==> config.mk <==
export PLATFORM = sky130hd
export DESIGN_NAME = bin_to_bcd_seq
export DESIGN_NICKNAME = d
export VERILOG_FILES = /design/src/rtl/bcd_pkg.sv /design/src/rtl/bcd_digit_adj.sv /design/src/rtl/bin_to_bcd_seq.sv
export SDC_FILE = /design/constraint.sdc
export NUM_CORES = 1
export LEC_CHECK = 0
export CAP_MARGIN = 20
export CORE_UTILIZATION = 30
export CTS_CLUSTER_DIAMETER = 80
export CTS_CLUSTER_SIZE = 16
export DETAILED_ROUTE_END_ITERATION = 7
export GPL_TIMING_DRIVEN = 0
export SLEW_MARGIN = 20
export SYNTH_ARGS = -nofsm -noshare
export SYNTH_HDL_FRONTEND = slang
export SYNTH_SLANG_ARGS = --single-unit
==> constraint.sdc <==
create_clock -name clk -period 4.6 [get_ports clk]
set_clock_uncertainty 0.1 [all_clocks]
set_input_delay 0.69 -clock clk [delete_from_list [all_inputs] [get_ports clk]]
set_output_delay 0.69 -clock clk [all_outputs]
set_load 0.005 [all_outputs]
==> src/rtl/bcd_pkg.sv <==
// rtl/bcd_pkg.sv - shared state encodings and BCD adjust constants
package bcd_pkg;

    typedef enum logic [1:0] {
        ST_IDLE  = 2'd0,
        ST_SHIFT = 2'd1,
        ST_DONE  = 2'd2
    } bcd_state_t;

    // Also used by the downstream Excess-3 stage
    localparam logic [3:0] BCD_ADJ_THRESH = 4'd5;
    localparam logic [3:0] BCD_ADJ_ADD    = 4'd3;

endpackage

==> src/rtl/bcd_digit_adj.sv <==
// rtl/bcd_digit_adj.sv - combinational add-3 correction for one BCD digit
module bcd_digit_adj
    import bcd_pkg::*;
(
    input  logic [3:0] din,
    output logic [3:0] dout
);

    // A digit of 5 or more would exceed 9 after the doubling shift, so pre-add 3
    always_comb begin
        dout = din;
        if (din >= BCD_ADJ_THRESH) begin
            dout = din + BCD_ADJ_ADD;
        end
    end

endmodule

==> src/rtl/bin_to_bcd_seq.sv <==
// rtl/bin_to_bcd_seq.sv - sequential double-dabble binary to BCD converter
module bin_to_bcd_seq
    import bcd_pkg::*;
#(
    parameter int BIN_W  = 8,
    parameter int DIGITS = 3
) (
    input  logic                  clk,
    input  logic                  rst_n,
    input  logic                  in_valid,
    output logic                  in_ready,
    input  logic [BIN_W-1:0]      bin_in,
    output logic                  out_valid,
    input  logic                  out_ready,
    output logic [4*DIGITS-1:0]   bcd_out,
    output logic                  busy
);

    localparam int ACC_W = 4 * DIGITS;
    localparam int CNT_W = $clog2(BIN_W + 1);
    localparam logic [CNT_W-1:0] CNT_LOAD = CNT_W'(BIN_W);

    // The accumulator must be able to hold the largest input value
    if (!((10 ** DIGITS) > ((2 ** BIN_W) - 1))) begin : g_param_check
        $error("bin_to_bcd_seq: DIGITS too small for BIN_W");
    end

    bcd_state_t           state_q;
    bcd_state_t           state_d;
    logic [BIN_W-1:0]     binreg_q;
    logic [ACC_W-1:0]     accum_q;
    logic [CNT_W-1:0]     count_q;
    logic [ACC_W-1:0]     bcd_q;
    logic [ACC_W-1:0]     accum_adj;
    logic [ACC_W-1:0]     accum_shift;
    logic                 accept;
    logic                 last_iter;

    for (genvar g = 0; g < DIGITS; g++) begin : g_adj
        bcd_digit_adj u_adj (
            .din  (accum_q[4*g +: 4]),
            .dout (accum_adj[4*g +: 4])
        );
    end

    // Corrected digits shift left one place; the next binary MSB enters units LSB
    assign accum_shift = {accum_adj[ACC_W-2:0], binreg_q[BIN_W-1]};
    assign accept      = (state_q == ST_IDLE) && in_valid;
    assign last_iter   = (state_q == ST_SHIFT) && (count_q == CNT_W'(1));

    // State register
    always_ff @(posedge clk or negedge rst_n) begin
        if (!rst_n) begin
            state_q <= ST_IDLE;
        end else begin
            state_q <= state_d;
        end
    end

    // Next-state: accept in IDLE, iterate BIN_W times, wait for downstream in DONE
    always_comb begin
        state_d = state_q;
        case (state_q)
            ST_IDLE:  if (in_valid)  state_d = ST_SHIFT;
            ST_SHIFT: if (last_iter) state_d = ST_DONE;
            ST_DONE:  if (out_ready) state_d = ST_IDLE;
            default:                 state_d = ST_IDLE;
        endcase
    end

    // Shift datapath, iteration counter and result register
    always_ff @(posedge clk or negedge rst_n) begin
        if (!rst_n) begin
            binreg_q <= '0;
            accum_q  <= '0;
            count_q  <= '0;
            bcd_q    <= '0;
        end else if (accept) begin
            binreg_q <= bin_in;
            accum_q  <= '0;
            count_q  <= CNT_LOAD;
        end else if (state_q == ST_SHIFT) begin
            binreg_q <= binreg_q << 1;
            accum_q  <= accum_shift;
            count_q  <= count_q - CNT_W'(1);
            if (last_iter) begin
                bcd_q <= accum_shift;
            end
        end
    end

    // Outputs decoded from the registered state; bcd_out holds the last result
    always_comb begin
        in_ready  = (state_q == ST_IDLE);
        out_valid = (state_q == ST_DONE);
        busy      = (state_q == ST_SHIFT) || (state_q == ST_DONE);
        bcd_out   = bcd_q;
    end

endmodule
# Yosys cells after proc, flatten, opt, wreduce, memory -nomap -nowiden
# Index checks and enable logic that the tools add are counted.
[totals]
output_inout_bits = 15
regBits = 38
inputBits = 12
wordCells = 39
[classes]
bitwise = 1
mux = 13
n_lt_le_gt_ge = 3
eq_ne = 6
n_reduce_logical = 7
add_sub_neg = 4
[ops]
columns = ["op", "n"]
rows = [
  ["$mux W12", 2],
  ["$mux W4", 4],
  ["$mux W8", 2],
  ["$ge A4 B3 Y1 const B", 3],
  ["$add A4 B2 Y4 const B", 2],
  ["$mux W2", 3],
  ["$pmux W2 S3", 1],
  ["$reduce_and A3 Y1", 2],
  ["$eq A4 B1 Y1 const B", 1],
  ["$ne A2 B2 Y1 const B", 2],
  ["$sub A4 B1 Y4 const B", 1],
  ["$add A3 B2 Y3 const B", 1],
  ["$mux W3", 1],
  ["$eq A2 B1 Y1 const B", 1],
  ["$eq A2 B2 Y1 const B", 1],
  ["$logic_and A1 B1 Y1", 2],
  ["$logic_not A2 Y1", 1],
  ["$ne A2 B1 Y1 const B", 1],
  ["$reduce_bool A2 Y1", 1],
  ["$logic_or A1 B1 Y1", 1],
  ["$not A1 Y1", 1],
]

# Longest topological paths before layout
# Gate-level depths: netlist of run 1.
[depth]
ltp_word = 4
ltp_mapped = 9
mapped_depth_nobuf = 6

# Modules after synthesis
# A second synthesis of run 1 with hierarchy kept.
[hier_totals]
hier_cells = 183
area_unflattened_um2 = 2011.9
[by_module_without_submodules]
columns = ["module", "seq_area_each_um2", "cells_per_inst", "area_each_um2", "instances"]
rows = [
  ["bin_to_bcd_seq", 950.9, 135, 1707.9, 1],
  ["bcd_digit_adj", 0.0, 16, 101.3, 3],
]

# Worst setup path before layout of run 1
# Ideal clock, no wire load.
[synth_timing]
path_type = "in2reg"
start = "input port in_valid"
end = "register bcd_q[0], in the netlist bcd_out[0]"
setup_time_ns = 0.125
setup_slack_ns = 2.621
required_time_ns = 4.375
path_stages = 5
arrival_ns = 1.754
n_path_buf = 2
cell_sequence = "and2_1 > clkbuf_1 > or3b_1 > buf_2 > mux2_4"
[synth_via]
elab_chain_len = 3
[synth_lines]
columns = ["element", "line_no", "text"]
rows = [
  ["start, declared", "bin_to_bcd_seq.sv:10", "input logic in_valid,"],
  ["$logic_and A1 B1 Y1", "bin_to_bcd_seq.sv:48", "assign accept = (state_q == ST_IDLE) && in_valid;"],
  ["$not A1 Y1 (no source line)", "--", ""],
  ["$reduce_and A3 Y1 (no source line)", "--", ""],
  ["end signal, assigned", "bin_to_bcd_seq.sv:87", "bcd_q <= accum_shift;"],
  ["end, declared", "bin_to_bcd_seq.sv:33", "logic [ACC_W-1:0] bcd_q;"],
]
# No other way between the ends.
# A chain may end at the register's enable or synchronous reset.

# Final worst setup path of run 1
[layout_timing]
start = "register state_q[1]"
end = "output port in_ready"
[layout_via]
elab_chain_len = 1
[layout_lines]
columns = ["element", "line_no", "text"]
rows = [
  ["start, declared", "bin_to_bcd_seq.sv:28", "bcd_state_t state_q;"],
  ["start signal, assigned", "bin_to_bcd_seq.sv:56", "state_q <= state_d;"],
  ["$logic_not A2 Y1", "bin_to_bcd_seq.sv:94", "in_ready = (state_q == ST_IDLE);"],
  ["end, declared", "bin_to_bcd_seq.sv:11", "output logic in_ready,"],
]
# No other way between the ends.

==> results of run 1 <==
cell usage in the layout (no fill, tap or decap), types with 2 or more instances in the layout:
cell,n
dfrtp_1,38
nand2_1,28
clkdlybuf4s50_1,25
o21ai_0,19
a21oi_1,16
inv_1,13
ha_1,12
mux2i_1,9
clkbuf_1,6
o21ai_1,6
xnor2_1,5
nor2_1,5
nand3_1,5
o21ai_2,5
clkbuf_8,5
nor3b_1,4
nand2b_1,3
mux2_2,3
or3_1,3
buf_2,2
nor2b_1,2
a31oi_1,2
bufinv_16,2
cells by family after synthesis:
logic type                 Yosys count  synth area share (%)
and+or+nand+nor                     57                  14.4
AOI/OAI and AO/OA                   52                  14.8
DFF                                 38                  48.4
buffers and inverters               23                  5.03
muxes                               13                  7.07
adders and majority gates           12                  7.64
xor gates and xnor gates             6                  2.67
routing by layer:
layer  vias to the layer above  global-route usage, %
met5                         -                      0
met3                         3                   3.88
met1                       693                   16.7
met4                         0                   2.82
li1                        754                      -
met2                        29                   18.4
synthesized netlist by cell type:
library cell and count:
a211oi_1 1, a21oi_1 16, a22oi_1 1, a31oi_1 2, and2_1 1, buf_1 1
buf_2 1, buf_4 1, buf_6 1, clkbuf_1 6, dfrtp_1 38, ha_1 12
inv_1 13, mux2_2 3, mux2_4 1, mux2i_1 9, nand2_1 28, nand2b_1 3
nand3_1 5, nand3b_1 1, nor2_1 5, nor2b_1 2, nor3_1 1, nor3b_1 4
nor4b_1 1, o21ai_0 19, o21ai_1 6, o21ai_2 5, o22a_1 1, o22ai_1 1
or2_2 1, or3_1 3, or3b_1 1, or3b_4 1, xnor2_1 5, xor2_1 1
flip-flops by register name (all words and copies together), names as in the netlist:
name	flops
accum_q	12
bcd_out	12
binreg_q	8
count_q	4
state_q	2
power breakdown:
part	total (mW)	internal [mW]	leakage (nW)	switching [mW]
Clock	0.340	0.217	0.0683	0.123
Sequential	0.581	0.476	0.493	0.106
Combinational	0.780	0.376	0.515	0.404
Total	1.70	1.07	1.08	0.632
stage by stage:
stage	cells	power, mW
after global routing	313	1.86
final	313	1.70
after CTS	313	1.72
after detailed placement	305	1.38
after global placement	304	1.36
after floorplan	201	1.11
path summary, 6_finish.rpt:
kind / end / slack [ns]
setup / recovery: in_ready / 2.28
hold / removal: bcd_out[6] / 0.23
setup reg to reg: bcd_out[3] / 2.42
hold reg to reg: bcd_out[10] / 0.38
max in group asynchronous: count_q[3] / 3.71
min in group clk: bcd_out[10] / 0.38
worst register-to-register path, cell delays in order, from the launching register on:
cell and delay (ns):
dfrtp_1 0.37, inv_1 0.08, ha_1 0.24, and2_1 0.16, clkbuf_1 0.22, or3b_1 0.42
buf_2 0.17, buf_4 0.18, nand2_1 0.07, o21ai_1 0.06
final cells by class:
type | count | area, um2
fill | 637 | 3870
sequential | 38 | 951
multi-input combinational | 140 | 916
timing repair buffer | 27 | 283
tap | 77 | 96.3
clock buffer | 5 | 68.8
clock inverter | 3 | 68.8
buffer | 10 | 50.0
inverter | 13 | 48.8
==> results.md, run 1 <==
* Status: finished clean
* Port Buffers at 26
* Clock slew at reported path FFs at 0.08 ns
* Sink Count at 38
* Root Buffer: clkbuf_8
* Fmax at roughly 430 MHz
* Kind of critical path: reg -> out
* Initial antenna violation count at 0
* Core area at between 6000 and 7000 um2
* Top Metal Used: met4
* Starting DRT DRC Count at 70
* Clock tree buffer depth at 2
* Worst Path Buf+Inv at 2
* Max stage delay on crit path at around 0.52 ns
* Post-Syn Area at 1970 um2
* RSZ-0062 raised after global routing: false
* Total track usage at 12.1%
* Arrival time worst endpoint at between 1.5 and 2 ns
* Layout net count at 259
* P&R area growth vs syn at 26.3%
* Min Hold Slack at 0.234 ns
* Final Util at approximately 40%
* Layout cell share with drive strength beyond 1 at 10.2%
* Peak VDD IR at roughly 0.36 mV
* Die Wd at slightly above 80 um
* Die height at a little over 80 um
* Family with the most delay on the worst path: buffers and inverters
* DR WL met2 at ~1700 um
* WP data required at approximately 3.8 ns
* Largest cells by area after synthesis: dfrtp_1, ha_1, nand2_1
* Max-slew violations at 0
* HP Class: in -> async
* DRC errors left at 0
* Final Critical Period at 2.32 ns
* Critical Path Source: state_q[1]
* Routed length on met3 at ~190 um
* Clock Latency Late Sink at 0.29 ns
* Final worst slack at around 2.3 ns
* Placed cell areas at between 2000 and 2500 um2
* Routed len/inst at between 10 and 15 um
* Grt ovf at 0
* Tcrit/Tclk final at around half
* TritonCTS clock tree: yes
* Critical path fanouts, max at 4
* First-pass DRT Iterations at 4
* Die ar. at 6880 um2
* Worst-path cell with the longest stage delay: clkdlybuf4s50_1
* Critical path launch point type: flip-flop
* Vias at 1479
* Hold buffer count at CTS at 0
* Final setup fails at 0
* PD cells at a little under 700 nW/um2
* Slew @ Worst Pin at 0.598 ns
* Post-synth top area cell: dfrtp_1
* Mean Syn Cell Area at 9.78 um2
* Dpl ws at 1.96 ns
* Antenna cells at 0
* Post-CTS setup buffers at 0
* Distinct cells, synth at 36
* Syn nets at roughly 230
* # resized after CTS at 0
* Worst r2r src: state_q[0]
* H-tree depth at 2
* Levels on crit path at 3
* # rows at 29
* I/O pin total at 27
* Vias per inst at roughly 4.7
* Synth warnings at 0
* Vias in the first global route at about 1400
* Total Negative Setup Slacks at 0 ns
* Global-route wire length before repair at approximately 6700 um
* Register area share after synthesis at between 40% and 50%
* RD Place Congestion at ~0.78
* Number of buffers created by CTS at 5
* Synth top area share at ~48%
* Final Routed Wirelength at between 3000 and 4000 um
* CP Capture Type: output pin
* Initial core utilization at between 30% and 40%
* Final ANT Viol Nets at 0
* HPWL after DPL at ~2800 um
* Leakage power at 1.08 nW
* DRT met1 WL at approximately 1900 um
* Gate Count Post-Synth at ~200
* CP cell instances: inv_1, ha_1, clkdlybuf4s50_1
* #FFs+latches synth at 38
* Worst relative slew slack at between 60% and 70%
* Max-Cap Viols at 0
* Final hold vios at 0
* Largest net degree at the start of global routing at 22
* R2r worst-path depth at 9
* Design Area, Final at between 2000 and 2500 um2
(Power assumes the default switching activity.)
==> run 2: changes to the inputs <==
==> constraint.sdc (replaced) <==
create_clock -name clk -period 2.37 [get_ports clk]
set_clock_uncertainty 0.1 [all_clocks]
set_input_delay 0.3555 -clock clk [delete_from_list [all_inputs] [get_ports clk]]
set_output_delay 0.3555 -clock clk [all_outputs]
set_load 0.005 [all_outputs]
==> run 2 against run 1 <==
Compared with the run above:
- hold slack better by 0.15 ns
- clock power grew 94%
- sequential power is 94% higher
- die area stayed put
- critical path depth up 6
- sequential share of layout area fell by 0.15 points
- wire length is 0.18% higher
- non-clock buffer count grew 1
- total power is 94% higher
- combinational power grew 94%
- core utilization increased by 0.16 points
- final cell count grew 0.32%
- critical endpoint is now bcd_out[3]
==> results.md, run 2 (synthesis gave the netlist of run 1 again) <==
* Routed len/inst at 12.1 um (about the same)
* Max-Cap Viols at 0 (unchanged)
* Starting DRT DRC Count at 70 (unchanged)
* Vias per inst at 4.72 (was 4.73)
* CP cell instances: inv_1, ha_1, and2_1, clkbuf_1, or3b_1, buf_2, buf_4, nand2_1, o21ai_1 (was inv_1, ha_1, clkdlybuf4s50_1)
* H-tree depth at 2 (unchanged)
* Die ar. at 6880 um2 (unchanged)
* Status: finished clean (unchanged)
* Layout cell share with drive strength beyond 1 at 10.1% (was 10.2%)
* RD Place Congestion at 0.781 (unchanged)
* Sw Share at 37.2% (about the same)
* Kind of critical path: reg -> reg (was reg -> out)
* Port Buffers at 26 (unchanged)
* Tcrit/Tclk final at between 90% and 100%
* Largest net degree at the start of global routing at 22 (unchanged)
* Max-slew violations at 0 (unchanged)
* Final Critical Period at about 2.2 ns
* Initial core utilization at 31.0% (unchanged)
* DRT met1 WL at 1930 um (was 1920 um)
* Family with the most delay on the worst path: buffers and inverters (unchanged)
* Antenna cells at 0 (unchanged)
* Clock share of power at 20.0% (about the same)
* FILL cells at 637 (unchanged)
* Root Buffer: clkbuf_8 (unchanged)
* Cell Int Power at 2.08 mW (was 1.07 mW)
* Arrival time worst endpoint at 2.26 ns (was 1.53 ns)
* Peak VDD IR at 0.691 mV (was 0.356 mV)
* Dpl ws at 0.0679 ns (was 1.96 ns)
* DR WL met2 at 1670 um (about the same)
* TritonCTS clock tree: yes (unchanged)
* Vias in the first global route at 1396 (unchanged)
* Clock Latency Late Sink at 0.29 ns (about the same)
* PD cells at 1330 nW/um2 (was 685 nW/um2)
* Net Switching at 1.23 mW (was 0.632 mW)
* WP data required at 2.45 ns (was 3.81 ns)
* Sink Count at 38 (unchanged)
* Clock slew at reported path FFs at 0.08 ns (about the same)
* Vias at 1483 (was 1479)
* Critical path fanouts, max at 10 (was 4)
* Commonest non-fill, non-tap cells in the layout: dfrtp_1, nand2_1, clkdlybuf4s50_1 (unchanged)
* Layout net count at 260 (was 259)
* Leakage power at 1.08 nW (about the same)
* Fmax at approximately 460 MHz
* Final worst slack at 0.192 ns (was 2.28 ns)
* Grt ovf at 0 (unchanged)
* CP Capture Type: flip-flop (was output pin)
* Die Wd at 82.9 um (unchanged)
* Worst Path Buf+Inv at 4 (was 2)
* First-pass DRT Iterations at 4 (unchanged)
* Clock tree buffer depth at 2 (unchanged)
* Total Negative Setup Slacks at 0 ns (unchanged)
* Comb pwr share at 45.9% (was 45.8%)
* Initial antenna violation count at 0 (unchanged)
* Commonest non-fill, non-tap cell in the layout: dfrtp_1 (unchanged)
* HPWL after DPL at 2760 um (unchanged)
* Top Metal Used: met4 (unchanged)
* Multi-input gate area at 916 um2 (unchanged)
* Total track usage at 12.1% (unchanged)
* Critical path launch point type: flip-flop (unchanged)
* Sequential share of power at 34.2% (about the same)
* Final setup fails at 0 (unchanged)
* P&R area growth vs syn at 26.8% (was 26.3%)
* Routed length on met3 at 181 um (was 185 um)
* Slew @ Worst Pin at 0.598 ns (unchanged)
* Max stage delay on crit path at 0.42 ns (was 0.52 ns)
* # rows at 29 (unchanged)
* I/O pin total at 27 (unchanged)
* RSZ-0062 raised after global routing: false (unchanged)
* Worst relative slew slack at 60.2% (unchanged)
* FF/Latch Area at 951 um2 (unchanged)
* Final hold vios at 0 (unchanged)
* Worst-path cell with the longest stage delay: or3b_1 (was clkdlybuf4s50_1)
* Global-route wire length before repair at 6650 um (unchanged)
* HP Class: reg -> reg (was in -> async)
* Die height at 82.9 um (unchanged)
* Core area at 6350 um2 (unchanged)
* Number of buffers created by CTS at 5 (unchanged)
* Final Routed Wirelength at 3790 um (was 3780 um)
* Final ANT Viol Nets at 0 (unchanged)
* DRC errors left at 0 (unchanged)
-- run 2: cell types whose count changed in the layout (fill, tap and decap cells not counted), sizes merged --
cell and change:
dlygate4sd3 +1
-- run 2: path summary, 6_finish.rpt --
kind	endpoint	depth (start not counted)	startpoint	slack (ns)
min reg2reg	bcd_out[10]	2	bcd_out[10]	0.38
max in group asynchronous	count_q[3]	3	rst_n	1.27
max	bcd_out[3]	9	state_q[0]	0.19
max reg2reg	bcd_out[3]	9	state_q[0]	0.19
min	bcd_out[10]	2	bcd_out[10]	0.38
min in group asynchronous	bcd_out[6]	2	rst_n	0.44
-- run 2: final cells by class --
type | count | share of cell area [%]
sequential | 38 | 38.2
timing repair buffer | 28 | 11.7
tap | 77 | 3.87
clock inverter | 3 | 2.76
inverter | 13 | 1.96
buffer | 10 | 2.01
multi-input combinational | 140 | 36.7
clock buffer | 5 | 2.76
-- run 2: per-stage QoR --
stage / util (%) / total power [mW] / std cells / hold slack [ns] / area [um2]
finish: 39.3 / 3.30 / 314 / 0.380 / 2490
global route: 39.3 / 3.62 / 314 / 0.400 / 2490
CTS: 39.3 / 3.35 / 314 / 0.387 / 2490
detailed placement: 36.9 / 2.67 / 305 / 0.228 / 2340
global placement: 36.6 / 2.64 / 304 / 0.362 / 2320
floorplan: - / 2.15 / 201 / -0.0401 / 1970
-- run 2: repair_timing --
action | 4_1_cts | 5_1_grt
setup buffers | 0 | 0
gates resized for setup | 0 | 0
hold buffers | 1 | 0
endpoints found under the hold margin | 17 | 0
-- run 2: power groups by stage --
stage	combinational, mW	clock [mW]	sequential (mW)
5_1_grt	1.73	0.715	1.17
2_1_floorplan	1.05	0	1.10
3_5_place_dp	1.53	0	1.14
6_report	1.51	0.660	1.13
4_1_cts	1.54	0.679	1.13
3_3_place_gp	1.51	0	1.13
-- run 2: worst min-delay path, cell delays in order, from the launching register on --
cell	delay [ns]
dfrtp_1	0.35
nand2_1	0.06
o21ai_2	0.05
-- run 2: layer usage --
layer	GRT usage (%)	up-vias
li1	-	756
met5	0	-
met3	3.78	3
met4	2.82	0
met2	18.4	29
met1	16.7	695
